### src/rtl/tb4004_pkg.sv
// -----------------------------------------------------------------------------
// tb4004_pkg
// Shared definitions for the TB4004 core condition-code / branch logic:
//   - opr_e          : upper-nibble opcode groups (NOP .. F_)
//   - FOPA_* / EOPA_*: opa sub-codes of the F (accumulator) and E (I/O) groups
//   - cycle_e        : machine-cycle counter encodings A1 .. X3
//   - word_state_e   : FIRST/SECOND word tracking state
//   - is_two_word()  : true when a first word starts a two-word instruction
// -----------------------------------------------------------------------------
package tb4004_pkg;

   typedef enum logic [3:0] {
      OPR_NOP = 4'h0,
      OPR_JCN = 4'h1,
      OPR_FIM = 4'h2,
      OPR_FIN = 4'h3,
      OPR_JUN = 4'h4,
      OPR_JMS = 4'h5,
      OPR_INC = 4'h6,
      OPR_ISZ = 4'h7,
      OPR_ADD = 4'h8,
      OPR_SUB = 4'h9,
      OPR_LD  = 4'hA,
      OPR_XCH = 4'hB,
      OPR_BBL = 4'hC,
      OPR_LDM = 4'hD,
      OPR_E_  = 4'hE,
      OPR_F_  = 4'hF
   } opr_e;

   // F-group (accumulator group) opa codes
   localparam logic [3:0] FOPA_CLB = 4'h0;
   localparam logic [3:0] FOPA_CLC = 4'h1;
   localparam logic [3:0] FOPA_IAC = 4'h2;
   localparam logic [3:0] FOPA_CMC = 4'h3;
   localparam logic [3:0] FOPA_CMA = 4'h4;
   localparam logic [3:0] FOPA_RAL = 4'h5;
   localparam logic [3:0] FOPA_RAR = 4'h6;
   localparam logic [3:0] FOPA_TCC = 4'h7;
   localparam logic [3:0] FOPA_DAC = 4'h8;
   localparam logic [3:0] FOPA_TCS = 4'h9;
   localparam logic [3:0] FOPA_STC = 4'hA;
   localparam logic [3:0] FOPA_DAA = 4'hB;
   localparam logic [3:0] FOPA_KBP = 4'hC;
   localparam logic [3:0] FOPA_DCL = 4'hD;

   // E-group opa codes that touch the carry
   localparam logic [3:0] EOPA_SBM = 4'h8;
   localparam logic [3:0] EOPA_ADM = 4'hB;

   typedef enum logic [2:0] {
      CYC_A1 = 3'd0,
      CYC_A2 = 3'd1,
      CYC_A3 = 3'd2,
      CYC_M1 = 3'd3,
      CYC_M2 = 3'd4,
      CYC_X1 = 3'd5,
      CYC_X2 = 3'd6,
      CYC_X3 = 3'd7
   } cycle_e;

   typedef enum logic {
      ST_FIRST  = 1'b0,
      ST_SECOND = 1'b1
   } word_state_e;

   // JCN, JUN, JMS, ISZ and FIM (opr 2 with even opa; odd opa is SRC) carry a second word
   function automatic logic is_two_word(input logic [3:0] opr, input logic [3:0] opa);
      logic two_s;
      case (opr)
         OPR_JCN, OPR_JUN, OPR_JMS, OPR_ISZ: two_s = 1'b1;
         OPR_FIM:                            two_s = ~opa[0];
         default:                            two_s = 1'b0;
      endcase
      return two_s;
   endfunction

endpackage

### src/rtl/cc_test_sync.sv
// -----------------------------------------------------------------------------
// cc_test_sync
// Multi-stage synchroniser for the asynchronous, active-low TEST pin. All
// stages reset to 1 (pin inactive); testFlag is the last stage, so a pin
// change is visible SYNC_STAGES clocks later.
// Ports:
//   clk      in  system clock
//   rst      in  asynchronous active-high reset
//   testIn   in  raw TEST pin
//   testFlag out synchronised TEST level
// Parameters:
//   SYNC_STAGES  synchroniser depth, must be >= 2
// -----------------------------------------------------------------------------
module cc_test_sync #(
   parameter int SYNC_STAGES = 2
) (
   input  logic clk,
   input  logic rst,
   input  logic testIn,
   output logic testFlag
);

   logic [SYNC_STAGES-1:0] sync_q;
   logic [SYNC_STAGES-1:0] sync_d;

   // Shift the raw pin into stage 0 and move older samples toward the output
   always_comb begin
      sync_d = {sync_q[SYNC_STAGES-2:0], testIn};
   end

   // Synchroniser flops, reset to the inactive pin level
   always_ff @(posedge clk or posedge rst) begin
      if (rst) begin
         sync_q <= {SYNC_STAGES{1'b1}};
      end else begin
         sync_q <= sync_d;
      end
   end

   assign testFlag = sync_q[SYNC_STAGES-1];

endmodule

### src/rtl/cc_branch_unit.sv
// -----------------------------------------------------------------------------
// cc_branch_unit
// Condition-code and branch-evaluation unit for the TB4004 core. Owns the
// carry flag, the synchronised TEST flag and the accumulator-zero flag, tracks
// two-word instructions so that second-word address bytes are never decoded,
// and evaluates JCN/ISZ branch decisions. Everything commits on the clock edge
// where cycle == X3_CYCLE.
// Ports:
//   clk, rst    clock, asynchronous active-high reset
//   opr, opa    upper/lower nibble of the fetched ROM word
//   cycle       machine cycle, 0=A1 .. 7=X3
//   accIn       accumulator value (valid at X3)
//   aluCarry    ALU carry/borrow (valid at X3)
//   regZero     ISZ incremented register is zero (valid at X3)
//   testIn      external TEST pin, asynchronous, active-low
//   carryFlag   CY register
//   zeroFlag    accumulator-zero flag
//   testFlag    synchronised TEST level
//   secondWord  current fetch is the second word of a two-word instruction
//   jumpTaken   one-clock pulse at the second-word X3 when the branch is taken
// Configuration:
//   CC_TEST_SYNC_EN defined   : TEST goes through SYNC_STAGES flops (cc_test_sync)
//   CC_TEST_SYNC_EN undefined : TEST goes through a single flop
// -----------------------------------------------------------------------------
module cc_branch_unit
   import tb4004_pkg::*;
#(
   parameter int DATA_W      = 4,
   parameter int SYNC_STAGES = 2,
   parameter int X3_CYCLE    = 7
) (
   input  logic              clk,
   input  logic              rst,
   input  logic [3:0]        opr,
   input  logic [3:0]        opa,
   input  logic [2:0]        cycle,
   input  logic [DATA_W-1:0] accIn,
   input  logic              aluCarry,
   input  logic              regZero,
   input  logic              testIn,
   output logic              carryFlag,
   output logic              zeroFlag,
   output logic              testFlag,
   output logic              secondWord,
   output logic              jumpTaken
);

   word_state_e state_q, state_d;
   logic        carry_q, carry_d;
   logic        zero_q,  zero_d;
   logic        branch_q, branch_d;
   logic        jump_q,  jump_d;

   logic        is_x3_s;
   logic        acc_zero_s;
   logic        jcn_taken_s;

`ifdef CC_TEST_SYNC_EN
   cc_test_sync #(
      .SYNC_STAGES (SYNC_STAGES)
   ) u_test_sync (
      .clk      (clk),
      .rst      (rst),
      .testIn   (testIn),
      .testFlag (testFlag)
   );
`else
   logic test_q;
   logic test_d;
   // Depth is fixed at one flop in this build; keep the parameter referenced
   logic unused_sync_stages_s;
   assign unused_sync_stages_s = (SYNC_STAGES > 0);

   // Single-flop TEST sampling
   always_comb begin
      test_d = testIn;
   end

   // TEST flop, reset to the inactive pin level
   always_ff @(posedge clk or posedge rst) begin
      if (rst) begin
         test_q <= 1'b1;
      end else begin
         test_q <= test_d;
      end
   end

   assign testFlag = test_q;
`endif

   assign is_x3_s    = (cycle == 3'(X3_CYCLE));
   assign acc_zero_s = (accIn == {DATA_W{1'b0}});

   // JCN opa = C1 C2 C3 C4; the condition sees flags as they stand before this X3 edge
   assign jcn_taken_s = ((opa[2] & acc_zero_s) | (opa[1] & carry_q) | (opa[0] & ~testFlag)) ^ opa[3];

   // Next-state, flag and branch-latch logic; only the X3 cycle changes anything
   always_comb begin
      state_d  = state_q;
      carry_d  = carry_q;
      zero_d   = zero_q;
      branch_d = branch_q;
      jump_d   = 1'b0;
      if (is_x3_s) begin
         if (state_q == ST_FIRST) begin
            zero_d  = acc_zero_s;
            state_d = is_two_word(opr, opa) ? ST_SECOND : ST_FIRST;

            case (opr)
               OPR_JCN: branch_d = jcn_taken_s;
               OPR_ISZ: branch_d = ~regZero;
               default: branch_d = 1'b0;
            endcase

            case (opr)
               OPR_F_: begin
                  case (opa)
                     FOPA_CLB, FOPA_CLC, FOPA_TCC, FOPA_TCS:           carry_d = 1'b0;
                     FOPA_STC:                                         carry_d = 1'b1;
                     FOPA_CMC:                                         carry_d = ~carry_q;
                     FOPA_IAC, FOPA_RAL, FOPA_RAR, FOPA_DAC, FOPA_DAA: carry_d = aluCarry;
                     default:                                          carry_d = carry_q;
                  endcase
               end
               OPR_ADD, OPR_SUB: carry_d = aluCarry;
               OPR_E_: begin
                  if ((opa == EOPA_SBM) || (opa == EOPA_ADM)) begin
                     carry_d = aluCarry;
                  end else begin
                     carry_d = carry_q;
                  end
               end
               default: carry_d = carry_q;
            endcase
         end else begin
            // Second word is pure data: no decode, no flag update
            state_d = ST_FIRST;
            jump_d  = branch_q;
         end
      end else begin
         jump_d = 1'b0;
      end
   end

   // State, flags, branch latch and jump pulse
   always_ff @(posedge clk or posedge rst) begin
      if (rst) begin
         state_q  <= ST_FIRST;
         carry_q  <= 1'b0;
         zero_q   <= 1'b0;
         branch_q <= 1'b0;
         jump_q   <= 1'b0;
      end else begin
         state_q  <= state_d;
         carry_q  <= carry_d;
         zero_q   <= zero_d;
         branch_q <= branch_d;
         jump_q   <= jump_d;
      end
   end

   assign carryFlag  = carry_q;
   assign zeroFlag   = zero_q;
   assign secondWord = (state_q == ST_SECOND);
   assign jumpTaken  = jump_q;

endmodule

### config.mk
export PLATFORM = sky130hd
export DESIGN_NAME = cc_branch_unit
export DESIGN_NICKNAME = d
export VERILOG_FILES = /design/src/rtl/tb4004_pkg.sv /design/src/rtl/cc_test_sync.sv /design/src/rtl/cc_branch_unit.sv
export SDC_FILE = /design/constraint.sdc
export NUM_CORES = 1
export LEC_CHECK = 0
export ABC_CLOCK_PERIOD_IN_PS = 4050
export CORE_AREA = 4 4 41 43
export CTS_CLUSTER_DIAMETER = 50
export CTS_CLUSTER_SIZE = 30
export DETAILED_ROUTE_END_ITERATION = 7
export DIE_AREA = 0 0 45 47
export PLACE_DENSITY = 0.82
export REMOVE_ABC_BUFFERS = 1
export SYNTH_ARGS = -nofsm -noshare
export SYNTH_HDL_FRONTEND = slang
export SYNTH_SLANG_ARGS = --single-unit
### constraint.sdc
create_clock -name clk -period 4.05 [get_ports clk]
set_input_delay 0.81 -clock clk [delete_from_list [all_inputs] [get_ports clk]]
set_output_delay 0.81 -clock clk [all_outputs]
set_load 0.01 [all_outputs]
# Yosys cells after proc, flatten, opt, wreduce, memory -nomap -nowiden
# Cells that the tools add are included.
[totals] input_bits=20 wordCells=60 out_inout_bits=5 register_bits=6
[classes] eq_ne=22 mux=11 n_reduce_logical=10 n_bitwise=11
[ops] cell="$eq 4x4->1 const B" count=8
[ops] cell="$eq 4x3->1 const B" count=6
[ops] cell="$eq 4x2->1 const B" count=3
[ops] cell="$eq 4x1->1 const B" count=2
[ops] cell="$logic_not 4->1" count=2
[ops] cell="$reduce_or 4->1" count=2
[ops] cell="$mux 1" count=7
[ops] cell="$ne 5x1->1 const B" count=1
[ops] cell="$not 1->1" count=5
[ops] cell="$reduce_and 5->1" count=1
[ops] cell="$reduce_or 5->1" count=1
[ops] cell="$pmux 1 s2" count=2
[ops] cell="$pmux 1 s4" count=1
[ops] cell="$and 1x1->1" count=3
[ops] cell="$eq 3x3->1 const B" count=1
[ops] cell="$pmux 1 s3" count=1
[ops] cell="$reduce_bool 3->1" count=1
[ops] cell="$ne 2x2->1 const B" count=1
[ops] cell="$or 1x1->1" count=2
[ops] cell="$reduce_and 2->1" count=1
[ops] cell="$reduce_or 2->1" count=1
[ops] cell="$logic_or 1x1->1" count=1
[ops] cell="$xor 1x1->1" count=1

# Depth between registers and ports, before layout
# Gate-level depths: netlist of the first run.
[depth] word_depth=7 depth_mapped=6 mapped_depth_nobuf=5

# Least setup slack after synthesis of the first run
# No wires, ideal clock.
[synth_timing] kind="in2reg" startpoint="in opa[0]" endpoint="reg carry_q, in the netlist carryFlag" slack_ps=2098 required_time_ps=3925 setup_ps=125 stages=6 arrival_ps=1827 n_path_buf=1 path_cell_list="buf_2 > xor2_1 > nor3b_2 > o211a_1 > o21ai_1 > mux2_2"
[synth_between] elab_chain_len=4 word_cells_on_any_way=19 classes_between="eq/ne (12); mux (2); reduce/logical (5)"
[synth_rtl] element="start: declaration" line_no="cc_branch_unit.sv:35" source="input logic [3:0] opa,"
[synth_rtl] element="$eq 4x4->1, or another cell as far along" line_no="cc_branch_unit.sv:117, cc_branch_unit.sv:127"
[synth_rtl] element="$reduce_or 5->1, or another cell as far along" line_no="cc_branch_unit.sv:117" source="case (opa)"
[synth_rtl] element="$pmux 1 s4, or another cell as far along" line_no="cc_branch_unit.sv:117"
[synth_rtl] element="$pmux 1 s3 or $reduce_and 5->1 (tied branches)"
[synth_rtl] element="end signal: assignment" line_no="cc_branch_unit.sv:155" source="carry_q <= carry_d;"
[synth_rtl] element="end: declaration" line_no="cc_branch_unit.sv:49" source="logic carry_q, carry_d;"
# Several ways; a longest one is shown, not always the timed one.
# A chain may end at the register's enable or synchronous reset.

# Final worst setup path of the first run
[layout_timing] startpoint="in opr[0]" endpoint="reg carry_q, in the netlist carryFlag"
[layout_between] elab_chain_len=4 word_cells_on_any_way=10 classes_between="eq/ne (6); mux (1); reduce/logical (3)"
[layout_rtl] element="start: declaration" line_no="cc_branch_unit.sv:34" source="input logic [3:0] opr,"
[layout_rtl] element="$eq 4x4->1" line_no="cc_branch_unit.sv:115" source="case (opr)"
[layout_rtl] element="$reduce_or 2->1" line_no="cc_branch_unit.sv:115"
[layout_rtl] element="$reduce_bool 3->1 (no line)"
[layout_rtl] element="$reduce_and 5->1 (no line)"
# Several ways; a longest one is shown, not always the timed one.

==> impl_results.md, run 1 <==
- Worst-path clk slew: 0.05 ns
- MaxCap Viol Count: 0
- Filler cells: 125
- Layout area overhead: 65.5%
- Pwr dens: 268 nW/µm²
- Worst relative slew slack: 0.689
- Post-route ant nets: 0
- Fin. max-slew vios: 0
- FFs w/ async S/R, synth: 1.00
- Hold Vio Cnt, Final: 0
- Distinct cells, synth: 28
- Post-Syn Area: 428 µm²
- CTS Buf Count: 3
- Initial antenna violation count: 0
- Fin crit period: 2.29 ns
- Storage element area: 151 µm²
- Avg Cell Area, Syn: 8.73 µm²
- Arr. time, crit path: 2.41 ns
- I/O pin cnt: 25
- Req. time, crit path: 4.17 ns
- GR Util All Layers: 0.117
- CP max stage delay: 0.58 ns
- Largest area contributor in the netlist: dfrtp_1
- Clk_skew: 0.0130 ns
- Crit Path Category: in -> reg
- Final worst path period share: 0.565
- # setup viols final: 0
- Peak supply drop: 0.227 mV
- Root buf cell: clkbuf_4
- Area contributors post-synth: dfrtp_1 (29%), dfstp_2 (6.1%), mux2_2 (5.3%)
- Leak pwr: 0.297 nW
- HPWL Detailed: 930 µm
- Wire per inst: 12.6 µm
- RD Place Congestion: 0.853
- Startpoint type of the worst setup path: input pin
- Total Wirelength: 1140 µm
- CTS Hold Buffers Added: 0
- Critical path, cell by cell: clkdlybuf4s50_1, and3b_1, o21a_1, o31ai_1, o41ai_1, mux2_2
- DRC viols: 0
- DRT Pass-1 Iters: 4
- Die W: 45 µm
- Die ar.: 2120 µm²
- Clock latency on the worst-skew pair: 0.25 ns
- Vias in the first global route: 435
- Site Rows: 13
- Total setup buffers inserted after CTS: 0
- Post-Syn Instances: 49
- Initial Utilization: 0.329
- Ys flop type: dfrtp_1
- Post-layout net count: 97
- Largest net degree at the start of global routing: 8
- Hold Crit Class: reg -> reg
- Core area: 1300 µm²
- Slew @ Worst Pin: 0.462 ns
- Fraction of final layout cells with drive strength greater than 1: 0.105
- Synth top area share: 0.292
- CTS resizes: 0
- Ys Warns: 0
- CP max stage cell: clkdlybuf4s50_1
- Status: finished, final reports clean
- Initial DRC count: 13
- Sink Count: 6
- TritonCTS clock tree: built
- EDFF count, synth: 0
- Setup TNS: 0 ns
- Buffers on Ports: 24
- Total grt overflow: 0
- Die Y: 47 µm
- #FFs+latches synth: 6
- Vias: 456
- H-tree Lvls: 1
- Largest fanout on the critical path: 7
- Multi-input logic area: 256 µm²
- Vias per inst: 5.01
- CTS max path bufs: 2
- # placed instances: 87
- ANT cells: 0
- Global-route wire length before repair: 1750 µm
- Sequential area share after synthesis: 0.354
- F_max: 0.437 GHz
- RSZ-0062 raised after global routing: no
- Final Instance Count excl. Fillers: 91
- CP endpoint kind: register
## cell type report
type                    instances  share of cell area
clock buffers                   4              0.0371
inverters                       4              0.0212
multi-input cells              38               0.362
flip-flops and latches          6               0.214
well taps                      15              0.0265
repair buffers                 24               0.339
## state kept, by name, indices dropped and copies added (netlist names)
signal,flops
zeroFlag,1
testFlag,1
branch_q,1
secondWord,1
jumpTaken,1
carryFlag,1
## logic make-up after synthesis
logic type | after synthesis | synth area share
simple gates | 19 | 0.249
compound gates | 14 | 0.234
flops | 6 | 0.354
buf+inv | 5 | 0.0468
mux | 3 | 0.0760
xor+xnor | 2 | 0.0409
## power breakdown
group	internal, mW	leakage (nW)	total [mW]	switching (mW)
clock	0.0373	0.0150	0.0589	0.0216
sequential	0.0662	0.0783	0.0712	0.00498
combinational	0.0365	0.203	0.0594	0.0229
## layout by cell type (no fill, tap or decap), drive strengths merged, types with 2 or more instances in the layout
cell	count
clkdlybuf4s50	24
nand3b	2
dfrtp	5
clkbuf	4
a21oi	2
o31ai	2
mux2	2
nand4	2
nand2	3
nor2	6
inv	4
o21ai	4
## cells in the mapped netlist (all sizes together), types with 2 or more instances
cell type and count:
o31ai 2, nor2 6, mux2 2, nand2 3
dfrtp 5, o21ai 4, a21oi 2, nand4 2
nand3b 2, inv 4
## through the flow
| step | power, mW | hold WS, ns | cell area (µm²) | worst slack [ns] | util |
|---|---|---|---|---|---|
| after global routing | 0.203 | 0.518 | 708 | 1.66 | 0.544 |
| after floorplan | 0.0936 | 0.450 | 423 | 2.23 | - |
| after CTS | 0.193 | 0.487 | 708 | 1.79 | 0.544 |
| after detailed placement | 0.131 | 0.475 | 682 | 1.54 | 0.524 |
| final | 0.189 | 0.482 | 708 | 1.76 | 0.544 |
| after global placement | 0.130 | 0.464 | 682 | 1.53 | 0.524 |
## per-layer routing
metal	GRT usage	part of all wire	vias up
li1	-	-	234
met1	0.118	0.41	203
met2	0.203	0.50	17
met3	0.0613	0.083	2
met4	0.0526	0.012	0
met5	0	0	-
## worst paths after layout
check                           slack [ns]  cells after the start   endpoint      from
worst max register to register        2.60                      5   branch_q  testFlag
min in group asynchronous             0.78                      2  jumpTaken       rst
max in group asynchronous             3.00                      2   testFlag       rst
worst min-delay path                  0.48                      2   branch_q  branch_q
worst max-delay path                  1.76                      6  carryFlag    opr[0]
worst min register to register        0.48                      2   branch_q  branch_q
## worst max-delay path, delay by kind of cell
family,cells,cell delay (ns)
AO/OA/AOI/OAI,3,0.54
buffers and inverters,1,0.58
multiplexers,1,0.27
AND/OR/NAND/NOR,1,0.20
No activity file was read; power rests on OpenSTA's default activity.
==> inputs of run 2 (changes only) <==
--- a/config.mk
+++ b/config.mk
@@ -5,7 +5,7 @@
 export SDC_FILE = /design/constraint.sdc
 export NUM_CORES = 1
 export LEC_CHECK = 0
-export ABC_CLOCK_PERIOD_IN_PS = 4050
+export ABC_CLOCK_PERIOD_IN_PS = 2300
 export CORE_AREA = 4 4 41 43
 export CTS_CLUSTER_DIAMETER = 50
 export CTS_CLUSTER_SIZE = 30
==> constraint.sdc (replaced) <==
create_clock -name clk -period 2.3 [get_ports clk]
set_input_delay 0.46 -clock clk [delete_from_list [all_inputs] [get_ports clk]]
set_output_delay 0.46 -clock clk [all_outputs]
set_load 0.01 [all_outputs]
==> impl_results.md, run 2 (synthesis gave the netlist of run 1 again) <==
- Buffers on Ports: 24
- Combinational share of power: 0.321
- Worst-path clk slew: 0.05 ns
- Switching share of power: 0.264
- Status: finished, final reports clean
- Multi-input logic area: 256 µm²
- RD Place Congestion: 0.839
- I/O pin cnt: 25
- Sink Count: 6
- Design area: 731 µm²
- Root buf cell: clkbuf_4
- Reported net switching power: 0.0897 mW
- CP max stage cell: clkdlybuf4s50_1
- Fin crit period: 1.91 ns
- CTS resizes: 0
- Most frequent cells in the layout: clkdlybuf4s50_1 (24), nor2_1 (6), dfrtp_1 (5)
- Filler cells: 119
- Core area: 1300 µm²
- R2r setup slk: 0.80 ns
- CTS max path bufs: 2
- CP max stage delay: 0.51 ns
- Vias: 482
- Setup TNS: 0 ns
- Critical R2R Launch: testFlag
- Final Instance Count excl. Fillers: 94
- Initial Utilization: 0.329
- Clk_skew: 0.00597 ns
- Vias per inst: 5.13
- RSZ-0062 raised after global routing: no
- H-tree Lvls: 1
- F_max: 0.524 GHz
- ANT cells: 0
- Top Layer Used: met3
- Largest fanout on the critical path: 7
- Storage element area: 151 µm²
- # placed instances: 90
- Arr. time, crit path: 2.03 ns
- Final worst path period share: 0.830
- TritonCTS clock tree: built
- Commonest non-fill, non-tap cell in the layout: clkdlybuf4s50_1
- Met3 wire length: 89 µm
- Fin. max-slew vios: 0
- Total Wirelength: 1200 µm
- Metal2 WL: 593 µm
- Clock latency on the worst-skew pair: 0.24 ns
- End of the critical path: carryFlag
- CTS Hold Buffers Added: 0
- Req. time, crit path: 2.42 ns
- Hold Crit Class: in -> async
- CTS Buf Count: 3
- Vias in the first global route: 482
- Sequential share of power: 0.367
- Crit Path Category: in -> reg
- R2R cell count: 5
- CP endpoint kind: register
- Startpoint type of the worst setup path: input pin
- Largest net degree at the start of global routing: 8
- Hold Vio Cnt, Final: 0
- DRT Pass-1 Iters: 4
- Worst relative slew slack: 0.757
- Critical R2R Capture: branch_q
- GR Util All Layers: 0.124
- HPWL Detailed: 1010 µm
- Slew @ Worst Pin: 0.361 ns
- Site Rows: 13
- Die W: 45 µm
- Clock power share: 0.312
- WL met1: 515 µm
- Post-route ant nets: 0
- Worst Setup SP: opr[2]
- Global-route wire length before repair: 1930 µm
- DRC viols: 0
- Die Y: 47 µm
- Cell internal pwr: 0.250 mW
- Wire per inst: 12.7 µm
- Die ar.: 2120 µm²
- Post-layout net count: 100
- Peak supply drop: 0.275 mV
- Area after DPL: 704 µm²
- MaxCap Viol Count: 0
- Layout area overhead: 70.8%
- Total grt overflow: 0
- Initial antenna violation count: 0
- Fraction of final layout cells with drive strength greater than 1: 0.139
- Leak pwr: 0.311 nW
- Pwr dens: 465 nW/µm²
- Initial DRC count: 6
- # setup viols final: 0
- Total setup buffers inserted after CTS: 0
- Critical path, cell by cell: clkdlybuf4s50_1, and3b_1, o21a_1, o31ai_1, o41ai_1, mux2_2
## run 2: worst min path at each step
stage                        start   endpoint  slack [ns]
after floorplan                rst   branch_q        0.25
after global placement    branch_q   branch_q        0.46
after detailed placement  zeroFlag   zeroFlag        0.49
after CTS                      rst   zeroFlag        0.43
after global routing           rst  jumpTaken        0.45
final                          rst   zeroFlag        0.43
## run 2: layer usage
layer,GRT usage,vias up
li1,-,243
met1,0.150,219
met2,0.209,20
met3,0.0383,0
met4,0.0409,0
met5,0,-
## run 2: power by group through the flow
| stage | registers (mW) | logic [mW] | clock network [mW] |
|---|---|---|---|
| detailed placement | 0.126 | 0.109 | 0 |
| global placement | 0.126 | 0.106 | 0 |
| global route | 0.126 | 0.118 | 0.118 |
| finish | 0.125 | 0.109 | 0.106 |
| CTS | 0.124 | 0.109 | 0.110 |
| floorplan | 0.129 | 0.0356 | 0 |
## run 2: area by class of cell
cell class,count,area share
multi-input combinational,38,0.351
timing repair buffer,27,0.360
sequential,6,0.207
clock buffer,4,0.0360
tap,15,0.0257
inverter,4,0.0205
## run 2: stage by stage
step                worst slack (ns)  total power [mW]   util  hold WS [ns]
floorplan                      0.830             0.165      -         0.250
global placement               0.165             0.232  0.541         0.465
detailed placement             0.168             0.234  0.541         0.492
CTS                            0.415             0.344  0.562         0.431
global route                   0.318             0.363  0.562         0.449
finish                         0.391             0.340  0.562         0.426
## run 2: critical path: cells and delay by family
family / cells / cell delay (ns)
AO/OA/AOI/OAI: 3 / 0.58
buffers and inverters: 1 / 0.51
multiplexers: 1 / 0.27
AND/OR/NAND/NOR: 1 / 0.22
